## src/rtl/line_buffer_ctrl.sv

```systemverilog
// Frame sequencer for the 3x3 window datapath: gates line buffer writes,
// tracks raster position and flags when a full 3x3 neighbourhood is available.
module line_buffer_ctrl #(
    parameter int IMG_W = 640,
    parameter int IMG_H = 480,
    parameter int CW    = 10,
    parameter int RW    = 9
) (
    input  logic          clk,
    input  logic          rst,
    input  logic          start_i,
    input  logic          valid_i,
    output logic          ready_o,
    output logic          lb_we_o,
    output logic          win_shift_o,
    output logic          win_valid_o,
    output logic [CW-1:0] col_o,
    output logic [RW-1:0] row_o,
    output logic          busy_o,
    output logic          done_o,
    output logic [1:0]    state_o
);

    // Handshake: a pixel is accepted on a rising edge where valid_i && ready_o;
    // the source never stalls, so ready_o only reflects whether a frame is open.

    typedef enum logic [1:0] {
        IDLE = 2'd0,
        FILL = 2'd1,
        RUN  = 2'd2,
        DONE = 2'd3
    } state_t;

    localparam logic [CW-1:0] COL_LAST = CW'(IMG_W - 1);
    localparam logic [RW-1:0] ROW_LAST = RW'(IMG_H - 1);
    localparam logic [RW-1:0] ROW_ONE  = RW'(1);
    localparam logic [RW-1:0] ROW_TWO  = RW'(2);
    localparam logic [CW-1:0] COL_TWO  = CW'(2);

    state_t        state_q;
    state_t        state_d;
    logic [CW-1:0] col_cnt;
    logic [RW-1:0] row_cnt;
    logic          accept;
    logic          arm;
    logic          line_end;
    logic          frame_end;
    logic          fill_end;

    assign accept    = valid_i & ready_o;
    assign arm       = (state_q == IDLE) & start_i;
    assign line_end  = (col_cnt == COL_LAST);
    assign frame_end = line_end & (row_cnt == ROW_LAST);
    // Two full lines are buffered once row 1 has been completely written.
    assign fill_end  = line_end & (row_cnt == ROW_ONE);

    always_ff @(posedge clk or negedge rst) begin
        if (!rst) begin
            state_q <= IDLE;
        end else begin
            state_q <= state_d;
        end
    end

    always_comb begin
        state_d     = state_q;
        ready_o     = 1'b0;
        done_o      = 1'b0;
        busy_o      = 1'b1;
        case (state_q)
            IDLE: begin
                busy_o = 1'b0;
                if (start_i) begin
                    state_d = FILL;
                end
            end
            FILL: begin
                ready_o = 1'b1;
                if (accept && fill_end) begin
                    state_d = RUN;
                end
            end
            RUN: begin
                ready_o = 1'b1;
                if (accept && frame_end) begin
                    state_d = DONE;
                end
            end
            DONE: begin
                done_o  = 1'b1;
                state_d = IDLE;
            end
            default: begin
                state_d = IDLE;
            end
        endcase
    end

    assign lb_we_o     = accept;
    assign win_shift_o = accept;
    assign state_o     = state_q;

    // Position counters; cleared on arm and again after the last pixel so
    // row_cnt never has to represent IMG_H.
    always_ff @(posedge clk or negedge rst) begin
        if (!rst) begin
            col_cnt <= '0;
            row_cnt <= '0;
        end else if (arm) begin
            col_cnt <= '0;
            row_cnt <= '0;
        end else if (accept) begin
            if (frame_end) begin
                col_cnt <= '0;
                row_cnt <= '0;
            end else if (line_end) begin
                col_cnt <= '0;
                row_cnt <= row_cnt + ROW_ONE;
            end else begin
                col_cnt <= col_cnt + CW'(1);
            end
        end
    end

    always_ff @(posedge clk or negedge rst) begin
        if (!rst) begin
            col_o       <= '0;
            row_o       <= '0;
            win_valid_o <= 1'b0;
        end else if (accept) begin
            col_o       <= col_cnt;
            row_o       <= row_cnt;
            win_valid_o <= (row_cnt >= ROW_TWO) && (col_cnt >= COL_TWO);
        end else begin
            win_valid_o <= 1'b0;
        end
    end

endmodule

```

## config.mk

```make
export PLATFORM = sky130hd
export DESIGN_NAME = line_buffer_ctrl
export DESIGN_NICKNAME = d
export VERILOG_FILES = /design/src/rtl/line_buffer_ctrl.sv
export SDC_FILE = /design/constraint.sdc
export NUM_CORES = 1
export LEC_CHECK = 0
export BUFFER_PORTS_ARGS = -buffer_cell sky130_fd_sc_hd__buf_2
export CAP_MARGIN = 20
export CORE_AREA = 8 8 81 83
export CTS_BUF_LIST = sky130_fd_sc_hd__clkbuf_8
export CTS_CLUSTER_DIAMETER = 100
export DETAILED_ROUTE_END_ITERATION = 12
export DIE_AREA = 0 0 89 91
export GPL_ROUTABILITY_DRIVEN = 0
export GPL_TIMING_DRIVEN = 0
export HOLD_SLACK_MARGIN = 0.08
export PLACE_DENSITY = 0.66
export SLEW_MARGIN = 20
export SYNTH_ARGS = -nofsm -noshare
export SYNTH_HDL_FRONTEND = slang
export SYNTH_SLANG_ARGS = --single-unit
```

## constraint.sdc

```tcl
create_clock -name clk -period 1.8 [get_ports clk]
set_clock_uncertainty 0.05 [all_clocks]
set_input_delay 0.27 -clock clk [delete_from_list [all_inputs] [get_ports clk]]
set_output_delay 0.27 -clock clk [all_outputs]
set_load 0.02 [all_outputs]
```

==> flow_summary_export.csv <==
group,metric,value,unit
finish,antenna_cells,0,
detailed_routing,routed_via_density,5.01,
worst_setup_path,crit_path_start_kind,"register",
timing,layout_setup_ws,-0.0544,ns
power,p_sw_share,39.0,%
timing,fin_crit,1.85,ns
power,peakVddDrop,919,uV
yosys,synth_area,2070,um2
clock_tree,hold_buffers,0,
floorplanning,rows,27,
clock_tree,cts-root-buf,"clkbuf_8",
worst_setup_path,max_stage_delay,0.40,ns
worst_setup_path,path_delay_family,"compound AO/OA/AOI/OAI gates",
power,clock_power_share,18.6,%
clock_tree,numCtsBuffers,5,
power,p_switching,1240,uW
detailed_routing,firstDrtPassIters,4,
detailed_routing,wirelength,4990,um
power,pwr-share-seq,33.7,%
power,internal-power,1940,uW
timing,hold_viol,0,
power,power,3180,uW
clock_tree,cts_max_path_buffers,2,
detailed_routing,ant_nets,0,
power,combinationalPowerShare,47.7,%
global_routing,overflow,0,
timing,fin_hold_ws,0.0370,ns
yosys,synth_seq_cells,41,
hold_path,hold_class,"input pin to asynchronous set/reset pin",
yosys,syn_area_per_cell,8.95,um2
clock_tree,cts_tree,"built",
yosys,ys_async_sr_fraction,100,%
floorplanning,die_w,89,um
yosys,synth_edf_count,0,
floorplanning,die_y,91,um
yosys,syn_nets,245,
worst_setup_path,crit_arrival,1.99,ns
global_routing,grt_pass1_vias,1820,
finish,drive_gt1_share,31.3,%
worst_setup_path,crit_fanout,6,
finish,syn2layout_area_growth,30.3,%
worst_setup_path,crit_type,"register to register",
worst_setup_path,slowest_stage,"dfrtp_2",
global_routing,grt_max_degree,42,
timing,clock.fmax,539,MHz
run,maxCapViolCount,0,
floorplanning,ioPinCount,31,
global_routing,grt_pass1_wl,8690,um
worst_setup_path,crit_path_cell_trace,"inv_4 > ha_4 > nand2_8 > clkinv_8 > nand4_4 > o22a_1 > a21oi_4 > mux2_4",
yosys,synth_warnings,0,
timing,setup_viol,3,
placement,port_buffers,30,
timing,tns,-0.114,ns
clock_tree,cts.htree.levels,2,
global_routing,antenna_found_initial,0,
placement,postPlaceCellArea,2350,um2
placement,dp_slack,-0.332,ns
timing,rsz0062_at_grt,"yes",
yosys,yosysUniqueCellTypes,39,
floorplanning,initial_utilization,38.7,%
timing,max_slew_margin,39.7,%
detailed_routing,drt_iter0_markers,148,
placement,dp_hpwl,3280,um
status,violations,"negative setup slack",
clock_tree,cts.sinks,41,
finish,fin_area,2690,um2
finish,fin_nets,297,
worst_setup_path,endpoint_kind,"register",
yosys,synth_ff_type,"dfrtp_1",
floorplanning,fp.coreArea,5340,um2
detailed_routing,drcViolationCount,0,
status,status,"complete, but fails checks",
global_routing,track_usage,13.3,%
timing,worst_pin_slew,0.905,ns
detailed_routing,vias,1785,
yosys,synth_cells,231,
timing,report.final.slew_viol_count,0,
clock_tree,clk_transition_reported_paths,0.08,ns
worst_setup_path,critPathBufInv,2,
detailed_routing,drt-wirelength-per-cell,14.0,um
floorplanning,dieArea,8100,um2
clock_tree,clock_latency,0.29,ns
power,p_leak,0.00134,uW
timing,period_share,103,%
worst_setup_path,critPathRequiredTime,1.93,ns
power,power.density,1180,nW/um2
yosys,ys_seq_area_share,49.6,%
-- cell usage after synthesis (all sizes together), types with 5 or more instances --
cell type,instances,area share [%]
a21oi,14,3.6
buf,9,2.6
clkbuf,5,0.91
dfrtp,41,50
ha,10,6.1
inv,8,1.5
nand2,59,11
nand3,9,2.2
nand4,5,2.2
nor2,19,3.5
o21ai,11,2.7
or3,5,1.5
-- worst register-to-register path, stage by stage (launching register included) --
cell and delay [ns]:
dfrtp_2 0.40, inv_4 0.05, ha_4 0.29, nand2_8 0.07, clkinv_8 0.06, nand4_4 0.13
o22a_1 0.25, a21oi_4 0.16, mux2_4 0.31
-- through the flow --
| step | utilization (%) | std cells |
|---|---|---|
| after global placement | 44.0 | 333 |
| after detailed placement | 44.0 | 333 |
| after floorplan | - | 231 |
| after global routing | 50.4 | 356 |
| final | 50.4 | 356 |
| after CTS | 49.9 | 356 |
-- layout make-up --
class                           instances  area, um2
Buffer                                 12       98.8
Clock buffer                            5       68.8
Clock inverter                          3       17.5
Fill cell                             520       2650
Inverter                                9       48.8
Multi-Input combinational cell        167       1040
Sequential cell                        41       1030
Tap cell                               72       90.1
Timing Repair Buffer                   47        297
-- final timing paths --
path / depth (start not counted) / slack (ns) / from / to
worst max-delay path: 8 / -0.05 / state_o[1] / state_o[1]
worst min-delay path: 1 / 0.04 / rst / row_cnt[7]
worst max register to register: 8 / -0.05 / state_o[1] / state_o[1]
worst min register to register: 2 / 0.42 / col_o[7] / col_o[7]
max in group asynchronous: 1 / 1.03 / rst / col_cnt[1]
min in group clk: 2 / 0.42 / col_o[7] / col_o[7]
-- timing repair --
action / in CTS / in global routing
cloned: 1 / 0
resized for setup: 24 / 10
pin swaps: 7 / 3
endpoints found under the setup margin: 41 / 38
setup buffers: 16 / 0
-- cells by family (layout without fill, tap and decap cells) --
group,Yosys count,count (layout),share of synthesized area [%]
and+or+nand+nor,117,117,26.8
DFF,41,41,49.6
AOI/OAI and AO/OA,33,33,9.26
buffers and inverters,23,76,5.15
adders and majority gates,10,10,6.05
xor gates and xnor gates,5,5,2.12
muxes,2,2,1.03
-- layer usage --
metal | vias up | part of all wire [%] | track usage [%]
met1 | 843 | 45 | 17.3
met4 | 0 | 2.0 | 5.96
li1 | 880 | - | -
met2 | 51 | 48 | 20.8
met3 | 11 | 5.0 | 2.34
met5 | - | 0 | 0
-- power by group through the flow --
stage	Sequential [uW]	Combinational (uW)	Clock, uW
floorplan	1160	734	0
global placement	1110	1060	0
detailed placement	1110	1080	0
CTS	1070	1460	608
global route	1080	1640	642
finish	1070	1520	593
-- layout by cell type (no fill, tap or decap), drive strengths merged, types with 3 or more instances in the layout --
cell,instances
nand2,59
buf,54
dfrtp,41
nor2,19
a21oi,14
o21ai,11
ha,10
clkbuf,10
nand3,9
inv,8
or3,5
nand4,5
nor3,4
xor2,4
nor4,3
and4,3
clkinv,3
-- registers in the layout, indices dropped and copies added, names as in the netlist --
name,flops
col_o,10
state_o,2
win_valid_o,1
row_o,9
row_cnt,9
col_cnt,10
(Power assumes the default switching activity.)
